`config.mk`:
```
export PLATFORM = sky130hd
export DESIGN_NAME = alu_serial_ctrl
export DESIGN_NICKNAME = d
export VERILOG_FILES = /design/src/rtl/alu_serial_ctrl.sv
export SDC_FILE = /design/constraint.sdc
export NUM_CORES = 1
export LEC_CHECK = 0
export ABC_CLOCK_PERIOD_IN_PS = 4500
export CAP_MARGIN = 20
export CELL_PAD_IN_SITES_DETAIL_PLACEMENT = 1
export CELL_PAD_IN_SITES_GLOBAL_PLACEMENT = 1
export CORE_UTILIZATION = 30
export DETAILED_ROUTE_END_ITERATION = 8
export GPL_TIMING_DRIVEN = 0
export MAX_ROUTING_LAYER = met4
export PLACE_DENSITY_LB_ADDON = 0.3
export SLEW_MARGIN = 30
export SYNTH_ARGS = -nofsm -noshare
export SYNTH_HDL_FRONTEND = slang
export SYNTH_SLANG_ARGS = --single-unit
```
`constraint.sdc`:
```
create_clock -name clk -period 4.5 [get_ports clk]
set_input_delay 0.45 -clock clk [delete_from_list [all_inputs] [get_ports clk]]
set_output_delay 0.45 -clock clk [all_outputs]
set_load 0.01 [all_outputs]
```
`src/rtl/alu_serial_ctrl.sv`:
```
// Bit-serial ALU (AND/OR/ADD/SUB/NOR), one bit slice per clock, LSB first.
// Define ALU_SERIAL_OVF_EN to compile in signed-overflow detection; otherwise Overflow is tied to 0.
module alu_serial_ctrl #(
  parameter int WIDTH = 8
) (
  input  logic             clk,
  input  logic             reset,
  input  logic             start,
  input  logic [WIDTH-1:0] a,
  input  logic [WIDTH-1:0] b,
  input  logic [3:0]       ALUOp,
  output logic             busy,
  output logic             done,
  output logic [WIDTH-1:0] Result,
  output logic             CarryOut,
  output logic             Zero,
  output logic             Overflow
);

  localparam int CNT_W = $clog2(WIDTH);
  localparam logic [CNT_W-1:0] LAST_BIT = CNT_W'(WIDTH - 1);

  localparam logic [1:0] IDLE = 2'd0;
  localparam logic [1:0] RUN  = 2'd1;
  localparam logic [1:0] DONE = 2'd2;

  localparam logic [3:0] OP_AND = 4'b0000;
  localparam logic [3:0] OP_OR  = 4'b0001;
  localparam logic [3:0] OP_ADD = 4'b0010;
  localparam logic [3:0] OP_SUB = 4'b0110;
  localparam logic [3:0] OP_NOR = 4'b1100;

  logic [1:0]       state;
  logic [WIDTH-1:0] a_sh;
  logic [WIDTH-1:0] b_sh;
  logic [WIDTH-2:0] acc;
  logic [3:0]       op_r;
  logic             cy;
  logic [CNT_W-1:0] cnt;

  logic             b_eff;
  logic             slice_bit;
  logic             cy_next;
  logic [WIDTH-1:0] res_next;
  logic             last_slice;

  // NOTE: every signal written here gets a default first so no latch is inferred.
  always_comb begin
    b_eff     = (op_r == OP_SUB) ? ~b_sh[0] : b_sh[0];
    slice_bit = 1'b0;
    cy_next   = 1'b0;
    case (op_r)
      OP_AND: slice_bit = a_sh[0] & b_sh[0];
      OP_OR:  slice_bit = a_sh[0] | b_sh[0];
      OP_NOR: slice_bit = ~(a_sh[0] | b_sh[0]);
      OP_ADD, OP_SUB: begin
        slice_bit = a_sh[0] ^ b_eff ^ cy;
        cy_next   = (a_sh[0] & b_eff) | (cy & (a_sh[0] ^ b_eff));
      end
      default: begin
        slice_bit = 1'b0;
        cy_next   = 1'b0;
      end
    endcase
    res_next   = {slice_bit, acc};
    last_slice = (state == RUN) && (cnt == LAST_BIT);
  end

  assign busy = (state != IDLE);
  assign done = (state == DONE);

  // NOTE: sequential state uses non-blocking assignments so all registers update together.
  always_ff @(posedge clk) begin
    if (reset) begin
      state    <= IDLE;
      a_sh     <= '0;
      b_sh     <= '0;
      acc      <= '0;
      op_r     <= '0;
      cy       <= 1'b0;
      cnt      <= '0;
      Result   <= '0;
      CarryOut <= 1'b0;
      Zero     <= 1'b1;
    end else begin
      case (state)
        IDLE: begin
          if (start) begin
            a_sh  <= a;
            b_sh  <= b;
            op_r  <= ALUOp;
            cy    <= (ALUOp == OP_SUB);
            cnt   <= '0;
            state <= RUN;
          end
        end
        RUN: begin
          a_sh <= a_sh >> 1;
          b_sh <= b_sh >> 1;
          acc  <= res_next[WIDTH-1:1];
          cy   <= cy_next;
          cnt  <= cnt + CNT_W'(1);
          // Outputs are only committed on the final slice so they stay stable during RUN.
          if (last_slice) begin
            Result   <= res_next;
            Zero     <= (res_next == '0);
            CarryOut <= cy_next;
            state    <= DONE;
          end
        end
        DONE:    state <= IDLE;
        default: state <= IDLE;
      endcase
    end
  end

`ifdef ALU_SERIAL_OVF_EN
  // Signed overflow: carry into the MSB slice differs from carry out of it.
  always_ff @(posedge clk) begin
    if (reset) begin
      Overflow <= 1'b0;
    end else if (last_slice) begin
      Overflow <= ((op_r == OP_ADD) || (op_r == OP_SUB)) ? (cy ^ cy_next) : 1'b0;
    end
  end
`else
  assign Overflow = 1'b0;
`endif

endmodule

```
Word-level counts from Yosys, hierarchy flattened:

Cells that the tools add are included.

* register bits after elaboration: 43
* output and inout bits: 13

* add/subtract/negate cells: 1
* equal/unequal tests: 10
* muxes and demuxes: 14
* bitwise gates (word level): 9
* reductions and logical operators: 11

Operator list (count)
* one-hot mux 8 bit (2 select lines): 2
* two-way mux 8 bit: 2
* equality test 4 x 3 -> 1 bit (second input constant): 2
* zero test 8 bit: 1
* AND reduction 2 bit: 4
* one-hot mux 3 bit (2 select lines): 1
* equality test 4 x 1 -> 1 bit (second input constant): 1
* equality test 4 x 2 -> 1 bit (second input constant): 1
* equality test 4 bit (second input constant): 1
* zero test 4 bit: 1
* two-way mux 2 bit: 2
* != test 2 bit (second input constant): 2
* one-hot mux 1 bit (4 select lines): 1
* one-hot mux 2 bit (2 select lines): 1
* nonzero test 2 bit: 2
* adder 3 x 1 -> 3 bit (second input constant): 1
* bitwise AND 1 bit: 3
* equality test 3 bit (second input constant): 1
* two-way mux 1 bit: 3
* two-way mux 3 bit: 1
* equality test 2 x 1 -> 1 bit (second input constant): 1
* equality test 2 bit (second input constant): 1
* zero test 2 bit: 1
* inverter 1 bit: 2
* other kinds (5): 7

Depth between registers and ports, before layout:

Gate-level depths: netlist of the first run.

* depth in word-level cells: 7
* depth in mapped cells: 6

Worst setup path after synthesis of the first run:

No wires, ideal clock.

* path type: reg2reg
* from: reg op_r[1]
* to: reg Result[7]
* setup time: 0.134 ns
* arrival: 1.756 ns
* data required time: 4.366 ns
* setup slack: 2.611 ns
* stages on the path, launching flop included: 7
* buffers on the path: 0
* clock period less this slack: 1.889 ns
* path through: dfxtp_1 nor3b_2 nand2_1 xnor2_1 fa_1 a221oi_2 a211oi_1

* cells in the longest elaborated chain, start to end: 5

Ends and longest elaborated chain
* start: declaration: RTL line 37 `logic [3:0] op_r;`
* start signal: assignment: RTL line 91 `op_r <= ALUOp;`
* equality test 4 x 3 -> 1 bit: RTL line 49, 52
* two-way mux 1 bit: RTL line 49 `b_eff = (op_r == OP_SUB) ? ~b_sh[0] : b_sh[0];`
* XOR 1 bit (2 in a row): RTL line 57 `slice_bit = a_sh[0] ^ b_eff ^ cy;`
* one-hot mux 1 bit (4 select lines) *: RTL line 52 `case (op_r)`
* end signal: assignment: RTL line 105 `Result <= res_next;`
* end: declaration: RTL line 14 `output logic [WIDTH-1:0] Result,`

Every way passes the cells marked *; elsewhere a longest branch is shown, timed or not.
A chain may end at the register's enable or synchronous reset.

Worst setup path after layout of the first run:

Same ends and word-level chain as after synthesis.

==> impl_metrics.ini, run 1 <==
[timing]
fin_tns_setup_ps = 0
grt_setup_unrepaired = false
fmax_mhz = 466
clock-skew-final_ps = 8.03
report.final.slew_viol_count = 0
slew_headroom = 0.563
final_hold_viol_count = 0
setup_violations = 0
actual_slew_at_the_worst_max_slew_pin_ps = 655
final_period_minus_worst_setup_slack_ps = 2140
post-route-period-util = 0.476

[yosys]
total_of_flip_flops_plus_latches_after_synthesis = 43
net_count_after_synthesis = 250
synth.yosys.seq_area_share = 0.461
gate_count_of_the_mapped_netlist = 224
post_synth_design_cell_area_um2 = 1870
yosysUniqueCellTypes = 37
synth.yosys.warnings = 0
syn_avg_cell_area_um2 = 8.35

[floorplanning]
floorplan.initialDensity = 0.314
floorplan.io_pins = 36
core.rowCount = 28
die_x_um = 80.9
fp.coreArea_um2 = 5960
die-area_um2 = 6550
die_h_um = 80.9

[layout]
nets = 290
areaGrowthSynthToFinish_pct = 28.7
fillerInstances = 747
antenna_cells = 0
cell_count_final_fillers_out = 340
layout.cells.most_common_list = nand2_1, dfxtp_1, nor2_1
fraction_of_layout_cells_with_a_size_suffix_above_1 = 0.132
layout.cells.most_common = nand2_1

[setup_path]
arrival_ps = 2320
worst_r2r_startpoint = op_r[1]$_SDFFE_PP0P_
worstReg2RegEnd = Result[7]$_SDFFE_PP0P_
worst_setup_path_start_kind = flop
length_in_cells_of_the_worst_reg_to_reg_path = 6
crit_fanout = 4
r2r_setup_slack_ps = 2360
endpoint_kind = flop
required_ps = 4680
criticalPathCategory = reg -> reg

[worst_hold_path]
holdPathEnd = Result[1]$_SDFFE_PP0P_
hold_class = reg -> reg
whs_path_depth = 2
worstHoldStart = Result[1]$_SDFFE_PP0P_

[clocking]
clkSlewWorstSetupHoldPaths_ps = 90
cts-root-to-sink-buffers = 2
postCtsSetupRepairBufs = 0
tritoncts_num_sinks = 43
ctsHtreeMaxLevel = 2
tritoncts.num_buffers = 5
hold_buffers = 0
postCtsResizedCells = 0
clock_insertion_delay_worst_skew_ps = 300
clock_tree_from_tritoncts = yes
clock_tree.root_cell = clkbuf_8

[routing]
drt_pass1_iterations = 4
vias_per_cell = 4.82
detailroute.via_count = 1638
route.antenna.remaining_nets = 0
detail_route.iter0.violations = 51
drt_drc_violations_left = 0
wl_per_cell_um = 13.7
routed_wl_um = 4670

[power_and_ir_drop]
swShare = 0.263
power_leakage_nw = 0.886
comb_power_share = 0.138
clock_power_share = 0.367
peakVddDrop_mv = 0.143
power.density_cell_area_nw_per_um2 = 349
intPower_w = 0.000619
total_switching_power_w = 0.000220
share_seq_of_total_power = 0.495

[place]
place.gp.congestion = 0.772
place_hpwl_um = 3360
placedCellCount = 332
placement.io_buffers = 33

[global_route]
grt_antenna_before_repair = 0
gr-usage-all-layers = 0.156
grt_pass1_wl_um = 7400
grt_pass1_vias = 1548
grt_start_max_net_pins = 15
global_route_overflow = 0

[status]
outcome = complete, no violations

[flow_run]
maxCapViolations = 0
[layer usage]
metal	wire length (µm)	global-route usage
met5	0	-
met4	68	0.0536
met3	173	0.0371
met2	2090	0.245
met1	2340	0.195
[worst max-delay path, stage by stage, from the launching register on]
cell	delay, ps
dfxtp_1	430
nor3b_2	360
nand2_1	120
xnor2_1	180
fa_1	470
a221oi_2	350
a211oi_1	120
[Yosys cell counts]
cell type	number	area, µm²
a2111oi_1	1	10.0
a2111oi_4	1	27.5
a211oi_1	2	15.0
a21o_1	1	7.51
a21oi_1	27	135
a221oi_2	1	15.0
a22oi_1	3	22.5
a31o_1	1	8.76
and2_1	1	6.26
buf_2	5	25.0
buf_4	5	37.5
buf_6	1	11.3
clkbuf_1	5	18.8
conb_1	1	3.75
dfxtp_1	43	861
fa_1	1	20.0
ha_1	2	25.0
inv_1	2	7.51
nand2_1	46	173
nand2_2	1	6.26
nand2b_1	1	6.26
nand3_1	5	25.0
nor2_1	43	161
nor2b_1	2	12.5
nor3_1	1	5.00
nor3b_1	1	7.51
nor3b_2	1	12.5
nor4_1	2	12.5
nor4_2	10	125
nor4bb_1	1	10.0
o211a_1	1	10.0
o21ai_0	1	5.00
o21ai_2	1	8.76
or2_2	1	6.26
or3b_1	1	8.76
or4_1	1	7.51
xnor2_1	1	8.76
[final cells by class]
| type | count | area [µm²] | share of cell area |
|---|---|---|---|
| Multi-Input combinational cell | 163 | 908 | 0.378 |
| Clock inverter | 3 | 43.8 | 0.0182 |
| Sequential cell | 43 | 861 | 0.358 |
| Clock buffer | 5 | 68.8 | 0.0286 |
| Tap cell | 75 | 93.8 | 0.0390 |
| Inverter | 2 | 7.51 | 0.00312 |
| Buffer | 16 | 92.6 | 0.0385 |
| Timing Repair Buffer | 33 | 330 | 0.137 |
[logic make-up after synthesis]
family,synth area share
and+or+nand+nor,0.313
DFF,0.461
AOI/OAI and AO/OA,0.142
buffers and inverters,0.0535
adders and majority gates,0.0241
xor gates and xnor gates,0.00469
other,0.00201
[metrics by stage]
step	total power, W	worst slack, ps	hold slack (ps)	area, µm²	utilization
2_1_floorplan	0.000496	2610	437	1870	-
3_3_place_gp	0.000538	2400	446	2290	0.385
3_5_place_dp	0.000541	2370	452	2290	0.385
4_1_cts	0.000852	2360	465	2410	0.404
5_1_grt	0.000878	2240	486	2410	0.404
6_report	0.000839	2360	462	2410	0.404
[how the worst max path moves through the flow]
| stage | from | to | cells past startpoint |
|---|---|---|---|
| global placement | op_r[1]$_SDFFE_PP0P_ | acc[6]$_SDFFE_PP0P_ | 6 |
| CTS | op_r[1]$_SDFFE_PP0P_ | Result[7]$_SDFFE_PP0P_ | 6 |
| global route | op_r[1]$_SDFFE_PP0P_ | Result[7]$_SDFFE_PP0P_ | 6 |
| finish | op_r[1]$_SDFFE_PP0P_ | Result[7]$_SDFFE_PP0P_ | 6 |
| detailed placement | op_r[1]$_SDFFE_PP0P_ | Result[7]$_SDFFE_PP0P_ | 6 |
| floorplan | op_r[1]$_SDFFE_PP0P_ | Result[7]$_SDFFE_PP0P_ | 6 |
[power by group through the flow]
stage / Combinational, W / Sequential [W] / Clock (W)
final: 0.000116 / 0.000415 / 0.000308
after global routing: 0.000129 / 0.000418 / 0.000331
after CTS: 0.000118 / 0.000416 / 0.000318
after detailed placement: 0.000117 / 0.000425 / 0
after global placement: 0.000114 / 0.000424 / 0
after floorplan: 0.0000761 / 0.000420 / 0
[flip-flops by register name (all words and copies together), names as in the netlist]
register and count:
Zero 1, cy 1, a_sh 8, op_r 4
cnt 3, Result 8, state 2, CarryOut 1
acc 7, b_sh 8
Power figures use the tool's default switching activity.
==> run 2, diff against run 1 <==
--- a/config.mk
+++ b/config.mk
@@ -5,7 +5,7 @@
 export SDC_FILE = /design/constraint.sdc
 export NUM_CORES = 1
 export LEC_CHECK = 0
-export ABC_CLOCK_PERIOD_IN_PS = 4500
+export ABC_CLOCK_PERIOD_IN_PS = 1900
 export CAP_MARGIN = 20
 export CELL_PAD_IN_SITES_DETAIL_PLACEMENT = 1
 export CELL_PAD_IN_SITES_GLOBAL_PLACEMENT = 1
==> constraint.sdc (replaced) <==
create_clock -name clk -period 1.9 [get_ports clk]
set_input_delay 0.19 -clock clk [delete_from_list [all_inputs] [get_ports clk]]
set_output_delay 0.19 -clock clk [all_outputs]
set_load 0.01 [all_outputs]
==> run 2 against run 1 <==
The run now ends with negative setup slack left. Power increased by 140%. Combinational power increased to 2.6 times the previous value. Sequential power increased by 140%. Clock skew about the same. Highest routed layer unchanged. Via count increased by 1.6%. Die area unchanged. Global-route usage increased by 0.17 points. Non-clock buffer count increased by 4. Critical path depth unchanged. Wire length increased by 2.1%. Register-to-register slack got worse by 2400 ps. Cell count increased by 1.2%.
==> impl_metrics.ini, run 2 (synthesis results as in run 1) <==
[setup_path]
criticalPathCategory = reg -> reg
timing.critical_path.buf_inv = 0
worst_setup_path_start_kind = flop
worst_r2r_startpoint = op_r[0]$_SDFFE_PP0P_
worstReg2RegEnd = acc[6]$_SDFFE_PP0P_
arrival_ps = 2110
worstPathCellList = nor3b_4 -> nand2_2 -> xnor2_2 -> fa_1 -> a221oi_4 -> a211oi_2
length_in_cells_of_the_worst_reg_to_reg_path = 6
crit_family = adder cells
critical-path-slowest-cell = fa_1
crit_fanout = 3
crit_path_max_incr_delay_ps = 500
required_ps = 2070
r2r_setup_slack_ps = -30
endpoint_kind = flop

[timing]
slew_headroom = 0.558
smallest_setup_slack_after_layout_ps = -32.3
actual_slew_at_the_worst_max_slew_pin_ps = 663
final_hold_viol_count = 0
post-route-period-util = 1.02
final_period_minus_worst_setup_slack_ps = 1930
finalHoldWorstSlack_ps = 324
fmax_mhz = 518
report.final.slew_viol_count = 0
clock-skew-final_ps = 8.02
grt_setup_unrepaired = true
setup_violations = 3

[global_route]
global_route_overflow = 0
grt_start_max_net_pins = 15
gr-usage-all-layers = 0.157
grt_pass1_wl_um = 7480
grt_antenna_before_repair = 0
grt_pass1_vias = 1568

[routing]
drt_drc_violations_left = 0
detail_route.iter0.violations = 45
detailroute.via_count = 1665
route.antenna.remaining_nets = 0
vias_per_cell = 4.84
routed_wl_um = 4760
drt_pass1_iterations = 4
wl_per_cell_um = 13.8

[clocking]
ctsHtreeMaxLevel = 2
clock_insertion_delay_worst_skew_ps = 300
tritoncts.num_buffers = 5
clkSlewWorstSetupHoldPaths_ps = 90
clock_tree_from_tritoncts = yes
clock_tree.root_cell = clkbuf_8
cts-root-to-sink-buffers = 2
tritoncts_num_sinks = 43

[layout]
antenna_cells = 0
final-seq-area_um2 = 872
nets = 294
fraction_of_layout_cells_with_a_size_suffix_above_1 = 0.171
cell_count_final_fillers_out = 344
fillerInstances = 739
multi_input_area_um2 = 946
registers_with_the_highest_flip_flop_counts = Result x8, a_sh x8, b_sh x8
layout.cells.most_common = nand2_1
layout.cells.most_common_list = nand2_1, nor2_1, dfxtp_1
areaGrowthSynthToFinish_pct = 32.9

[worst_hold_path]
worstHoldStart = reset
whs_path_depth = 2
hold_class = in -> reg
holdPathEnd = cy$_SDFFE_PP0P_

[power_and_ir_drop]
power.density_cell_area_nw_per_um2 = 808
total_switching_power_w = 0.000533
power_leakage_nw = 0.919
comb_power_share = 0.148
share_seq_of_total_power = 0.488
swShare = 0.265
intPower_w = 0.00148
peakVddDrop_mv = 0.337
clock_power_share = 0.364

[place]
place_hpwl_um = 3360
placedCellCount = 332
placement.io_buffers = 33
place.gp.congestion = 0.772

[floorplanning]
die_x_um = 80.9
floorplan.io_pins = 36
die-area_um2 = 6550
fp.coreArea_um2 = 5960
core.rowCount = 28
die_h_um = 80.9
floorplan.initialDensity = 0.314

[status]
outcome = finished with violations
failing_checks = negative setup slack

[flow_run]
maxCapViolations = 0
[run 2: worst register-to-register path: stages, from the launching register on]
cell	delay [ps]
dfxtp_4	360
nor3b_4	220
nand2_2	90
xnor2_2	140
fa_1	500
a221oi_4	380
a211oi_2	120
[run 2: power groups by stage]
stage                     sequential [W]  combinational (W)  clock [W]
after floorplan                 0.000995           0.000180          0
after global placement           0.00100           0.000271          0
after detailed placement         0.00101           0.000276          0
after CTS                       0.000981           0.000294   0.000754
after global routing            0.000988           0.000331   0.000784
final                           0.000981           0.000297   0.000731
[run 2: final cells by class]
type	count	share of cell area
Clock buffer	5	0.0277
Tap cell	75	0.0378
Buffer	16	0.0373
Inverter	2	0.00302
Timing Repair Buffer	37	0.145
Multi-Input combinational cell	163	0.381
Sequential cell	43	0.351
Clock inverter	3	0.0176
[run 2: per-stage QoR]
step	power, W	TNS [ps]	utilization	setup slack, ps	area [µm²]
finish	0.00201	-82.7	0.417	-32.3	2480
global route	0.00210	-366	0.417	-132	2480
CTS	0.00203	-77.5	0.414	-28.0	2460
detailed placement	0.00128	-662	0.385	-231	2290
global placement	0.00127	-565	0.385	-197	2290
floorplan	0.00118	0	-	10.6	1870
[run 2: what timing repair did]
item                       4_1_cts  5_1_grt
setup buffers                    4        0
gates resized for setup          9        3
hold buffers                     0        0
pin swaps                        7        6
hold endpoints to repair         0        0
setup endpoints to repair        3        3
[run 2: worst max-delay path by stage]
stage	cells after the start	end	start	slack (ps)
after floorplan	6	Result[7]$_SDFFE_PP0P_	op_r[1]$_SDFFE_PP0P_	10
after global placement	6	acc[6]$_SDFFE_PP0P_	op_r[1]$_SDFFE_PP0P_	-200
after detailed placement	6	Result[7]$_SDFFE_PP0P_	op_r[1]$_SDFFE_PP0P_	-230
after CTS	6	Result[7]$_SDFFE_PP0P_	op_r[3]$_SDFFE_PP0P_	-30
after global routing	6	acc[6]$_SDFFE_PP0P_	op_r[0]$_SDFFE_PP0P_	-130
final	6	acc[6]$_SDFFE_PP0P_	op_r[0]$_SDFFE_PP0P_	-30
[run 2: metal layers]
layer | GRT usage | part of all wire | up-vias
li1 | - | - | 837
met1 | 0.197 | 0.49 | 791
met2 | 0.248 | 0.46 | 31
met3 | 0.0371 | 0.042 | 6
met4 | 0.0536 | 0.014 | 0
met5 | - | 0 | -
==> run 3, diff against run 2 <==
--- a/config.mk
+++ b/config.mk
@@ -14,7 +14,6 @@
 export GPL_TIMING_DRIVEN = 0
 export MAX_ROUTING_LAYER = met4
 export PLACE_DENSITY_LB_ADDON = 0.3
-export SLEW_MARGIN = 30
 export SYNTH_ARGS = -nofsm -noshare
 export SYNTH_HDL_FRONTEND = slang
 export SYNTH_SLANG_ARGS = --single-unit
==> results of run 3 <==
The final DEF is identical to that of run 2; final timing and power are the same.
